$ cat config.mk
export PLATFORM = sky130hd
export DESIGN_NAME = dds_ram_ctrl
export DESIGN_NICKNAME = d
export VERILOG_FILES = /design/src/rtl/dds_ram_ctrl.sv
export SDC_FILE = /design/constraint.sdc
export NUM_CORES = 1
export LEC_CHECK = 0
export CAP_MARGIN = 20
export CORE_MARGIN = 3
export CORE_UTILIZATION = 54
export DETAILED_ROUTE_END_ITERATION = 10
export GPL_TIMING_DRIVEN = 0
export PLACE_DENSITY_LB_ADDON = 0.08
export SYNTH_ARGS = -nofsm -noshare
export SYNTH_HDL_FRONTEND = slang
export SYNTH_SLANG_ARGS = --single-unit
$ cat constraint.sdc
create_clock -name clk -period 6 [get_ports clk]
set_clock_uncertainty 0.15 [all_clocks]
set_input_delay 0.9 -clock clk [delete_from_list [all_inputs] [get_ports clk]]
set_output_delay 0.9 -clock clk [all_outputs]
set_load 0.03 [all_outputs]
$ cat src/rtl/dds_ram_ctrl.sv
// dds_ram_ctrl: waveform RAM sequencer. Loads a table through a valid/ready
// stream, then plays it back through a phase accumulator on the RAM read port.
// The RAM sees its read address on the same cycle the RUN state issues it.
// It returns the data RD_LAT cycles later. The controller passes that data
// straight through while its matching valid bit is set, and holds the last
// sample at other times.
// Optional build macro: DDS_LIVE_TUNE_EN. When it is defined, ftw/pow are
// taken directly from the ports on every RUN cycle. When it is undefined, they
// are captured on the accepted start.
`timescale 1ns/1ps

module dds_ram_ctrl #(
  parameter  int unsigned DATA_WIDTH  = 8,
  parameter  int unsigned DATA_DEPTH  = 256,
  parameter  int unsigned PHASE_WIDTH = 32,
  parameter  int unsigned RD_LAT      = 2,
  localparam int unsigned AW          = $clog2(DATA_DEPTH)
) (
  input  logic                   clk,
  input  logic                   rst,
  input  logic                   load_req,
  input  logic                   start,
  input  logic                   stop,
  input  logic [PHASE_WIDTH-1:0] ftw,
  input  logic [PHASE_WIDTH-1:0] pow,
  input  logic                   ld_valid,
  input  logic [DATA_WIDTH-1:0]  ld_data,
  output logic                   ld_ready,
  output logic                   ld_done,
  output logic                   table_valid,
  output logic                   start_err,
  output logic                   busy,
  output logic                   ram_wen,
  output logic [AW-1:0]          ram_w_addr,
  output logic [DATA_WIDTH-1:0]  ram_w_data,
  output logic [AW-1:0]          ram_r_addr,
  input  logic [DATA_WIDTH-1:0]  ram_r_data,
  output logic                   dds_valid,
  output logic [DATA_WIDTH-1:0]  dds_data
);

  localparam int unsigned CW = (RD_LAT > 1) ? $clog2(RD_LAT) : 1;

  typedef enum logic [1:0] {
    IDLE  = 2'd0,
    LOAD  = 2'd1,
    RUN   = 2'd2,
    DRAIN = 2'd3
  } state_e;

  state_e                   state_q, state_d;
  logic [AW-1:0]            wr_cnt_q, wr_cnt_d;
  logic [PHASE_WIDTH-1:0]   phase_q, phase_d;
  logic [CW-1:0]            drain_cnt_q, drain_cnt_d;
  logic [RD_LAT-1:0]        vld_q, vld_d;
  logic [AW-1:0]            r_addr_q;
  logic [DATA_WIDTH-1:0]    dds_hold_q;
  logic                     table_valid_q, table_valid_d;
  logic                     ld_done_q, ld_done_d;
  logic                     start_err_q, start_err_d;
  logic                     issue;
  logic                     ld_accept;
  logic [AW-1:0]            rd_addr_c;
  logic [PHASE_WIDTH-1:0]   ftw_use, pow_use, phase_sum;

`ifdef DDS_LIVE_TUNE_EN
  // Tuning words track the ports on every RUN cycle.
  assign ftw_use = ftw;
  assign pow_use = pow;
`else
  logic [PHASE_WIDTH-1:0] ftw_l_q, ftw_l_d, pow_l_q, pow_l_d;

  // Capture the tuning words only on a start that enters RUN.
  always_comb begin
    ftw_l_d = ftw_l_q;
    pow_l_d = pow_l_q;
    if (state_q == IDLE && !load_req && start && table_valid_q) begin
      ftw_l_d = ftw;
      pow_l_d = pow;
    end
  end

  // Tuning word registers.
  always_ff @(posedge clk or posedge rst) begin
    if (rst) begin
      ftw_l_q <= '0;
      pow_l_q <= '0;
    end else begin
      ftw_l_q <= ftw_l_d;
      pow_l_q <= pow_l_d;
    end
  end

  assign ftw_use = ftw_l_q;
  assign pow_use = pow_l_q;
`endif

  assign phase_sum = phase_q + pow_use;

  // Next-state logic, load/playback counters and pulse outputs.
  always_comb begin
    state_d       = state_q;
    wr_cnt_d      = wr_cnt_q;
    phase_d       = phase_q;
    drain_cnt_d   = drain_cnt_q;
    table_valid_d = table_valid_q;
    ld_done_d     = 1'b0;
    start_err_d   = 1'b0;
    issue         = 1'b0;
    ld_accept     = 1'b0;
    rd_addr_c     = r_addr_q;
    case (state_q)
      IDLE: begin
        if (load_req) begin
          state_d       = LOAD;
          table_valid_d = 1'b0;
          wr_cnt_d      = '0;
        end else if (start) begin
          if (table_valid_q) begin
            state_d = RUN;
            phase_d = '0;
          end else begin
            start_err_d = 1'b1;
          end
        end
      end
      LOAD: begin
        if (ld_valid) begin
          ld_accept = 1'b1;
          wr_cnt_d  = wr_cnt_q + AW'(1);
          if (wr_cnt_q == AW'(DATA_DEPTH - 1)) begin
            state_d       = IDLE;
            ld_done_d     = 1'b1;
            table_valid_d = 1'b1;
          end
        end
      end
      RUN: begin
        issue     = 1'b1;
        rd_addr_c = phase_sum[PHASE_WIDTH-1 -: AW];
        phase_d   = phase_q + ftw_use;
        if (stop) begin
          state_d     = DRAIN;
          drain_cnt_d = '0;
        end
      end
      DRAIN: begin
        if (drain_cnt_q == CW'(RD_LAT - 1)) begin
          state_d = IDLE;
        end else begin
          drain_cnt_d = drain_cnt_q + CW'(1);
        end
      end
      default: state_d = IDLE;
    endcase
  end

  // Valid shift register mirrors reads in flight through the RAM.
  always_comb begin
    vld_d    = '0;
    vld_d[0] = issue;
    for (int i = 1; i < int'(RD_LAT); i++) begin
      vld_d[i] = vld_q[i-1];
    end
  end

  // State and datapath registers.
  always_ff @(posedge clk or posedge rst) begin
    if (rst) begin
      state_q       <= IDLE;
      wr_cnt_q      <= '0;
      phase_q       <= '0;
      drain_cnt_q   <= '0;
      vld_q         <= '0;
      r_addr_q      <= '0;
      dds_hold_q    <= '0;
      table_valid_q <= 1'b0;
      ld_done_q     <= 1'b0;
      start_err_q   <= 1'b0;
    end else begin
      state_q       <= state_d;
      wr_cnt_q      <= wr_cnt_d;
      phase_q       <= phase_d;
      drain_cnt_q   <= drain_cnt_d;
      vld_q         <= vld_d;
      r_addr_q      <= rd_addr_c;
      dds_hold_q    <= dds_data;
      table_valid_q <= table_valid_d;
      ld_done_q     <= ld_done_d;
      start_err_q   <= start_err_d;
    end
  end

  assign ld_ready    = (state_q == LOAD);
  assign busy        = (state_q != IDLE);
  assign ld_done     = ld_done_q;
  assign table_valid = table_valid_q;
  assign start_err   = start_err_q;
  assign ram_wen     = ld_accept;
  assign ram_w_addr  = ld_accept ? wr_cnt_q : '0;
  assign ram_w_data  = ld_accept ? ld_data : '0;
  assign ram_r_addr  = rd_addr_c;
  assign dds_valid   = vld_q[RD_LAT-1];
  assign dds_data    = dds_valid ? ram_r_data : dds_hold_q;

endmodule

# Word-level counts from Yosys, hierarchy flattened
# Index checks and enable logic that the tools add are counted.
dict set report totals {
  register_bits 128
  in_bits 86
  elab_cells 80
}
dict set report op_classes {
  n_addsub 4
  eq_ne 14
  muxes 36
  n_reduce_logical 14
}
# cell count
set ops {}
lappend ops {{two-way mux 32 bit} 3}
lappend ops {{adder 32 bit} 2}
lappend ops {{case mux 32 bit (2 select lines)} 1}
lappend ops {{two-way mux 8 bit} 6}
lappend ops {{case mux 8 bit (2 select lines)} 1}
lappend ops {{two-way mux 1 bit} 15}
lappend ops {{two-way mux 2 bit} 7}
lappend ops {{inequality test 2 bit, second input constant} 7}
lappend ops {{adder 8 x 1 -> 8 bit, second input constant} 1}
lappend ops {{equality test 8 bit, second input constant} 1}
lappend ops {{case mux 2 bit (4 select lines)} 1}
lappend ops {{AND reduction 4 bit} 2}
lappend ops {{nonzero test 2 bit} 4}
lappend ops {{inequality test 3 bit, second input constant} 2}
lappend ops {{AND reduction 6 bit} 1}
lappend ops {{equality test 2 bit, second input constant} 2}
lappend ops {{case mux 1 bit (2 select lines)} 2}
lappend ops {{logical AND 1 bit} 3}
lappend ops {{AND reduction 3 bit} 1}
lappend ops {{equality test 2 x 1 -> 1 bit, second input constant} 1}
lappend ops {{logical NOT 2 bit} 1}
lappend ops {{inequality test 2 x 1 -> 1 bit, second input constant} 1}
lappend ops {{AND reduction 2 bit} 1}
lappend ops {{adder 1 bit, second input constant} 1}
lappend ops {{logical NOT 1 bit} 1}

# Logic depth before layout (Yosys ltp)
# Gate-level depths: netlist (run 1).
dict set report logic_depth {
  depth_word 4
  depth_mapped 11
  ltp_nobuf 11
}

# Worst setup path after synthesis (run 1)
# OpenSTA, ideal clock, no wires.
dict set report synth_path {
  path_type {reg-to-output}
  from {register phase_q[5]}
  to {output port ram_r_addr[7]}
  arrival_ns 2.737
  t_required_ns 4.950
  slack_ns 2.213
  path_stages_with_launch 10
  cell_sequence {dfrtp_1 -> ha_1 -> a211oi_1 -> o21ai_0 -> o221a_2 -> o211ai_1 -> a31oi_1 -> a211oi_1 -> xnor2_1 -> o21ai_0}
}
dict set report synth_via {
  elab_chain_len 2
}
# element line
set synth_rtl {}
lappend synth_rtl {{from (decl)} 53} ;# logic [PHASE_WIDTH-1:0] phase_q, phase_d;
lappend synth_rtl {{from (signal assigned)} 183} ;# phase_q <= phase_d;
lappend synth_rtl {{adder 32 bit} 98} ;# assign phase_sum = phase_q + pow_use;
lappend synth_rtl {{two-way mux 8 bit} 112} ;# case (state_q)
lappend synth_rtl {{to (decl)} 36} ;# output logic [AW-1:0] ram_r_addr,
# No other way between the ends.

# Worst setup path in the final report (run 1)
dict set report layout_path {
  from {register phase_q[1]}
  to {output port ram_r_addr[7]}
}
# The elaborated chain is that of the path after synthesis.

==> results.md, run 1 <==
- Number of input and output port buffers inserted: between 100 and 150
- Final-report max-slew violation count: 0
- Total number of vias: 6,052
- Commonest cells in the netlist: 128 x sky130_fd_sc_hd__dfrtp_1, 73 x sky130_fd_sc_hd__mux2_2, 62 x sky130_fd_sc_hd__ha_1, 55 x sky130_fd_sc_hd__nand2_1, 53 x sky130_fd_sc_hd__o21ai_0
- Cell class contributing the biggest share of worst-path delay: compound AO/OA/AOI/OAI gates
- Count of yosys warnings during synthesis: 0
- Max stage delay on crit path: 0.74 ns
- Initial antenna violation count: 0
- Antenna diode instance count: 0
- Synthesized netlist net count: ~850
- H-tree levels: 4
- Die outline area: 0.0151 mm²
- Insertion delay to the later sink of the worst-skew pair: 0.42 ns
- Worst path buffer plus inverter count: 1
- Fraction of the yosys area taken by sequential cells: 43.3%
- Post-detailed-routing wire length: 17,800 µm
- Estimated wirelength of the detail-placed design: about 13,000 µm
- Post-synth ARST share: 100%
- Count of standard-cell rows: 42
- Maximum net fanout on the critical path: 4
- Syn Std Cell Area: 0.00740 mm²
- Data required time at the worst endpoint: 4.95 ns
- Final weighted congestion in routability-driven placement: 0.904
- Die width: 123 µm
- Pwr Density: 309 mW/mm²
- Number of global-route vias before repair: 6,107
- Number of gates resized after cts: 0
- Synthesized flop and latch total: 128
- Num ports: between 100 and 150
- Result of the run: completed
- Hold violation count in the final report: 0
- Syn_area_per_cell: 10.5 µm²
- TritonCTS sink count: between 100 and 150
- Maximum number of pins on one net before global-route repair: 90
- DRC violation count after routing: 0
- Antenna Nets Post-Route: 0
- Worst Hold Class: reg2reg
- Total track usage: 24.8%
- Top_reg_cell synth: sky130_fd_sc_hd__dfrtp_1
- Ordered cell list for the critical path: ha_1 -> a311oi_1 -> o21bai_1 -> o221a_2 -> o211ai_1 -> a31oi_1 -> a211oi_1 -> xnor2_1 -> o21ai_0 -> clkdlybuf4s50_1
- Fill count: between 900 and 1,000
- Post-CTS clock slew at the launch and capture registers of the worst setup and hold paths: around 0.060 ns
- # Max-Cap Violations: 0
- Number of placed cells counting well taps: 1,003
- Inserted Clock Buffers: 17
- Placed instance area: 0.00888 mm²
- Number of buffers inserted for hold repair after clock tree synthesis: 0
- 1st-iter DRT viols: 468
- Worst-path cell with the longest stage delay: sky130_fd_sc_hd__clkdlybuf4s50_1
- Crit path capture type: primary output
- Leak: 4.66 nW
- Routed vias/inst: 5.85
- Fraction of synthesized cell area taken by the top area cell type: 43.3%
- Final hold slack: roughly 0.20 ns
- Kind of start point of the critical path: flop
- Die extent in y: between 100 and 150 µm
- Critical path arrival: 4.16 ns
- Post-detailed-route wirelength per cell: approximately 17 µm
- Layout cells sized above 1: between 10% and 20%
- Number of iterations in the first detailed-routing pass: 5
- Area growth syn-to-layout: 29.0%
- Post-layout net count: 995
- Final setup violation count: 0
- Worst-case clock buffer depth: 2
- Tightest Pin Transition: between 0.7 and 0.8 ns
- Synth cell types: slightly below 60
- Most frequent cell after synthesis: sky130_fd_sc_hd__dfrtp_1
- Achievable Freq: 192 MHz
- Final core area utilization: a little over 70%
- CORE AREA: 0.0133 mm²
- Leftover overflow at the end of global routing: 0
- Initial core utilization: 55.4%
- Worst rel slew slack: 49.1%
- Wire length of the first global-routing pass: 29,400 µm
- TritonCTS clock tree: done
- Biggest area consumer among synthesized cells: sky130_fd_sc_hd__dfrtp_1
- Share of the clock period used by the worst path after layout: around 87%
- Setup repair after global routing missed its margin: false
- Final design area excluding fillers: 0.00955 mm²
- Post-Layout Cell Count: 1,035
- Synthesized netlist cell count: 703
- VDD IR max: around 0.00025 V
- Setup Buffers After CTS: 0
- Class of the most critical setup path: reg2out
- Power after layout: 2.95 mW
- Min cycle time layout: 5.21 ns
- Number of enable flip-flop cells after synthesis: 0
- Cell types with the largest area share after synthesis: sky130_fd_sc_hd__dfrtp_1 43%, sky130_fd_sc_hd__mux2_2 11%, sky130_fd_sc_hd__ha_1 10%
- Cell chosen for the clock root: sky130_fd_sc_hd__clkbuf_16
cells by family after synthesis:
| logic type | synth area share, % |
|---|---|
| adder cells (fa/ha/maj) | 10.8 |
| multiplexers | 11.5 |
| AO/OA/AOI/OAI | 16.5 |
| AND/OR/NAND/NOR | 11.5 |
| flip-flops | 43.3 |
| XOR/XNOR | 4.02 |
| buffers and inverters | 2.38 |
layout make-up:
cell class | instances | area, µm² | share of cell area [%]
Multi-Input combinational cell | 528 | 4020 | 42.1
Sequential cell | 128 | 3200 | 33.5
Timing Repair Buffer | 124 | 1260 | 13.2
Clock buffer | 22 | 484 | 5.07
Tap cell | 176 | 220 | 2.31
Clock inverter | 10 | 180 | 1.89
Buffer | 25 | 93.8 | 0.983
Inverter | 22 | 87.6 | 0.917
sequential cells by signal (all words and copies together), names as in the netlist:
register     count
vld_q            2
phase_q         32
drain_cnt_q      1
pow_l_q         32
wr_cnt_q         8
ftw_l_q         32
table_valid      1
state_q          2
ld_done          1
r_addr_q         8
start_err        1
dds_hold_q       8
worst reg2reg max path, stage by stage (launching register included):
cell and delay [ns]:
sky130_fd_sc_hd__dfrtp_1 0.40, sky130_fd_sc_hd__ha_1 0.24, sky130_fd_sc_hd__inv_1 0.08, sky130_fd_sc_hd__fa_1 0.26, sky130_fd_sc_hd__nor2b_4 0.06, sky130_fd_sc_hd__o31a_1 0.27, sky130_fd_sc_hd__o31a_1 0.33, sky130_fd_sc_hd__a32o_1 0.28
sky130_fd_sc_hd__o211a_4 0.26, sky130_fd_sc_hd__a2111oi_4 0.43, sky130_fd_sc_hd__o21ai_1 0.14, sky130_fd_sc_hd__a221o_1 0.31
placed cells by master, fill, tap and decap left out, types with 5 or more instances in the layout:
| master | n |
|---|---|
| sky130_fd_sc_hd__a211oi_1 | 9 |
| sky130_fd_sc_hd__a21o_1 | 17 |
| sky130_fd_sc_hd__a21oi_1 | 31 |
| sky130_fd_sc_hd__a22o_1 | 5 |
| sky130_fd_sc_hd__and3_1 | 18 |
| sky130_fd_sc_hd__bufinv_16 | 5 |
| sky130_fd_sc_hd__clkbuf_1 | 25 |
| sky130_fd_sc_hd__clkbuf_16 | 17 |
| sky130_fd_sc_hd__clkdlybuf4s50_1 | 123 |
| sky130_fd_sc_hd__dfrtp_1 | 128 |
| sky130_fd_sc_hd__ha_1 | 62 |
| sky130_fd_sc_hd__inv_1 | 21 |
| sky130_fd_sc_hd__mux2_2 | 73 |
| sky130_fd_sc_hd__nand2_1 | 55 |
| sky130_fd_sc_hd__nand2b_1 | 5 |
| sky130_fd_sc_hd__nand3_1 | 12 |
| sky130_fd_sc_hd__nand4_1 | 10 |
| sky130_fd_sc_hd__nor2_1 | 43 |
| sky130_fd_sc_hd__nor3_1 | 8 |
| sky130_fd_sc_hd__o211ai_1 | 9 |
| sky130_fd_sc_hd__o21a_1 | 8 |
| sky130_fd_sc_hd__o21ai_0 | 53 |
| sky130_fd_sc_hd__o31ai_1 | 5 |
| sky130_fd_sc_hd__or3_1 | 5 |
| sky130_fd_sc_hd__xnor2_1 | 17 |
| sky130_fd_sc_hd__xor2_1 | 17 |
where the power goes:
group | switching, mW | total (mW) | internal (mW)
Sequential | 0.102 | 1.08 | 0.977
Combinational | 0.398 | 0.719 | 0.321
Clock | 0.370 | 1.15 | 0.779
per-layer routing:
metal  global-route usage (%)  wire length (µm)
met1                     31.6              7880
met2                     41.2              8610
met3                     6.13               926
met4                     9.07               416
met5                        0                 0
stage by stage:
stage | worst slack (ns) | TNS, ns
floorplan | 1.54 | 0
global placement | -0.163 | -19.78
detailed placement | 1.44 | 0
CTS | 0.904 | 0
global route | 0.699 | 0
finish | 0.795 | 0
final timing paths:
kind | from | endpoint | slack [ns] | depth (start not counted)
max in group asynchronous | rst | ftw_l_q[25]$_DFFE_PP0P_ | 4.24 | 3
min in group asynchronous | rst | dds_hold_q[5]$_DFF_PP0_ | 0.70 | 2
setup reg to reg | phase_q[0]$_DFFE_PP0P_ | phase_q[28]$_DFFE_PP0P_ | 2.68 | 11
setup / recovery | phase_q[1]$_DFFE_PP0P_ | ram_r_addr[7] | 0.79 | 10
hold reg to reg | vld_q[0]$_DFF_PP0_ | vld_q[1]$_DFF_PP0_ | 0.20 | 0
hold / removal | vld_q[0]$_DFF_PP0_ | vld_q[1]$_DFF_PP0_ | 0.20 | 0
No activity file was read; power rests on OpenSTA's default activity.
==> run 2: changes to the inputs <==
Settings changed: MAX_ROUTING_LAYER from default to met4, SETUP_SLACK_MARGIN from default to 0.05.
==> run 2 against run 1 <==
Final area shrank 1.0%. Non-clock buffer count is the same. Wire length grew 0.18%. Worst setup slack worse by 0.0064 ns. Combinational power shrank 0.6%. Power shrank 5.5%. Maximum frequency shrank 0.12%. Critical path type unchanged. Largest power group is now sequential cells.
==> results.md, run 2 (same netlist as run 1, synthesis figures left out) <==
- Die width: 123 µm (unchanged)
- Kind of start point of the critical path: flop (unchanged)
- Worst path buffer plus inverter count: 1 (unchanged)
- Most common cell after layout, fill and taps aside: sky130_fd_sc_hd__dfrtp_1 (unchanged)
- 1st-iter DRT viols: 352 (was 468)
- Number of input and output port buffers inserted: 123 (unchanged)
- Cell class contributing the biggest share of worst-path delay: compound AO/OA/AOI/OAI gates (unchanged)
- TritonCTS sink count: 128 (unchanged)
- Achievable Freq: 192 MHz (about the same)
- Inserted Clock Buffers: 17 (unchanged)
- Total track usage: 25.4% (was 24.8%)
- Wire length of the first global-routing pass: 29,200 µm (was 29,400 µm)
- CORE AREA: 0.0133 mm² (unchanged)
- Die extent in y: 123 µm (unchanged)
- Total number of vias: 6,015 (was 6,052)
- Maximum number of pins on one net before global-route repair: 89 (was 90)
- Setup repair after global routing missed its margin: false (unchanged)
- Max stage delay on crit path: 0.75 ns (was 0.74 ns)
- Die outline area: 0.0151 mm² (unchanged)
- Maximum net fanout on the critical path: 4 (unchanged)
- Final weighted congestion in routability-driven placement: 0.920 (was 0.904)
- Top library cells by usage in the layout, fill and taps aside: 128 x sky130_fd_sc_hd__dfrtp_1, 123 x sky130_fd_sc_hd__clkdlybuf4s50_1, 73 x sky130_fd_sc_hd__mux2_2 (unchanged)
- Sum of negative setup slack: 0 ns (unchanged)
- Num ports: 125 (unchanged)
- Destination of the critical timing path: ram_r_addr[7] (unchanged)
- TritonCTS clock tree: done (unchanged)
- Fill count: 987 (was 939)
- Count of standard-cell rows: 42 (unchanged)
- Post-detailed-route wirelength per cell: 17.3 µm (was 17.2 µm)
- Leftover overflow at the end of global routing: 0 (unchanged)
- Number of iterations in the first detailed-routing pass: 5 (unchanged)
- Setup Buffers After CTS: 0 (unchanged)
- Post-detailed-routing wire length: 17,900 µm (was 17,800 µm)
- Cell chosen for the clock root: sky130_fd_sc_hd__clkbuf_16 (unchanged)
- Leak: 4.61 nW (was 4.66 nW)
- Hold violation count in the final report: 0 (unchanged)
- Regs by FF count: ftw_l_q x32, phase_q x32, pow_l_q x32 (unchanged)
- WP depth: 10 (unchanged)
- Routed vias/inst: 5.81 (was 5.85)
- Launch instance of the worst register-to-register path: phase_q[0]$_DFFE_PP0P_ (unchanged)
- Critical register-to-register path endpoint: phase_q[28]$_DFFE_PP0P_ (unchanged)
- H-tree levels: 4 (unchanged)
- Ordered cell list for the critical path: ha_1 -> a211oi_1 -> o21ai_0 -> o221a_2 -> o211ai_1 -> a31oi_1 -> a211oi_1 -> xnor2_1 -> o21ai_0 -> clkdlybuf4s50_1 (was ha_1 -> a311oi_1 -> o21bai_1 -> o221a_2 -> o211ai_1 -> a31oi_1 -> a211oi_1 -> xnor2_1 -> o21ai_0 -> clkdlybuf4s50_1)
- Register-to-register setup slack: 2.64 ns (was 2.68 ns)
- Power after layout: 2.78 mW (was 2.95 mW)
- Number of buffers inserted for hold repair after clock tree synthesis: 0 (unchanged)
- VDD IR max: 0.000280 V (was 0.000248 V)
- Min cycle time layout: 5.21 ns (about the same)
- Pwr Density: 295 mW/mm² (was 309 mW/mm²)
- Antenna Nets Post-Route: 0 (unchanged)
- Final setup violation count: 0 (unchanged)
- Worst-path cell with the longest stage delay: sky130_fd_sc_hd__clkdlybuf4s50_1 (unchanged)
- Worst Hold Class: reg2reg (unchanged)
- Area growth syn-to-layout: 27.7% (was 29.0%)
- Estimated wirelength of the detail-placed design: 13,100 µm (was 13,000 µm)
- Final-report max-slew violation count: 0 (unchanged)
- Worst rel slew slack: 48.9% (was 49.1%)
- Crit path capture type: primary output (unchanged)
- Data required time at the worst endpoint: 4.95 ns (about the same)
- Class of the most critical setup path: reg2out (unchanged)
- DRC violation count after routing: 0 (unchanged)
- Post-layout net count: 995 (unchanged)
- Layout cells sized above 1: 13.4% (was 13.6%)
- Number of gates resized after cts: 0 (unchanged)
- Post-CTS clock slew at the launch and capture registers of the worst setup and hold paths: 0.06 ns (about the same)
- Initial antenna violation count: 0 (unchanged)
- Number of global-route vias before repair: 6,128 (was 6,107)
- Worst setup path startpoint: phase_q[5]$_DFFE_PP0P_ (was phase_q[1]$_DFFE_PP0P_)
- Antenna diode instance count: 0 (unchanged)
- Tightest Pin Transition: 0.764 ns (was 0.761 ns)
- Share of the clock period used by the worst path after layout: 86.9% (was 86.8%)
- Critical path arrival: 4.16 ns (about the same)
- Worst-case clock buffer depth: 2 (unchanged)
- Insertion delay to the later sink of the worst-skew pair: 0.41 ns (was 0.42 ns)
- Result of the run: completed (unchanged)
- Initial core utilization: 55.4% (unchanged)
- Depth of the most critical reg-to-reg path: 11 (unchanged)
- # Max-Cap Violations: 0 (unchanged)
- Final hold slack: 0.201 ns (was 0.199 ns)
[run 2: worst min path at each step]
stage / from / end / cells past startpoint
after floorplan: vld_q[0]$_DFF_PP0_ / vld_q[1]$_DFF_PP0_ / 0
after global placement: vld_q[0]$_DFF_PP0_ / vld_q[1]$_DFF_PP0_ / 0
after detailed placement: vld_q[0]$_DFF_PP0_ / vld_q[1]$_DFF_PP0_ / 0
after CTS: vld_q[0]$_DFF_PP0_ / vld_q[1]$_DFF_PP0_ / 0
after global routing: vld_q[0]$_DFF_PP0_ / vld_q[1]$_DFF_PP0_ / 0
final: vld_q[0]$_DFF_PP0_ / vld_q[1]$_DFF_PP0_ / 0
[run 2: per-layer routing]
layer,share of wire (%),global-route usage [%],routed length (µm),up-vias
li1,-,-,-,2866
met5,0,-,0,-
met2,50,41.9,8880,195
met1,43,31.2,7630,2928
met3,5.7,5.67,1020,26
met4,1.9,8.44,340,0
[run 2: final cells by class]
class	instances	area [µm²]	share of cell area, %
inverters	22	87.6	0.927
repair buffers	124	1260	13.3
clock inverters	11	115	1.22
clock buffers	21	450	4.77
flip-flops and latches	128	3200	33.9
plain buffers	25	93.8	0.993
well taps	176	220	2.33
multi-input cells	528	4020	42.6
[run 2: report_power, final]
part | switching [mW] | internal [mW]
logic | 0.394 | 0.321
registers | 0.102 | 0.977
clock network | 0.373 | 0.617
[run 2: stage by stage]
| step | worst slack [ns] | cells | instance area [µm²] | utilization, % |
|---|---|---|---|---|
| CTS | 0.900 | 1035 | 9450 | 70.8 |
| global route | 0.657 | 1035 | 9450 | 70.8 |
| detailed placement | 1.38 | 1003 | 8880 | 66.6 |
| floorplan | 1.54 | 703 | 7400 | - |
| finish | 0.788 | 1035 | 9450 | 70.8 |
| global placement | -0.177 | 1002 | 8850 | 66.3 |
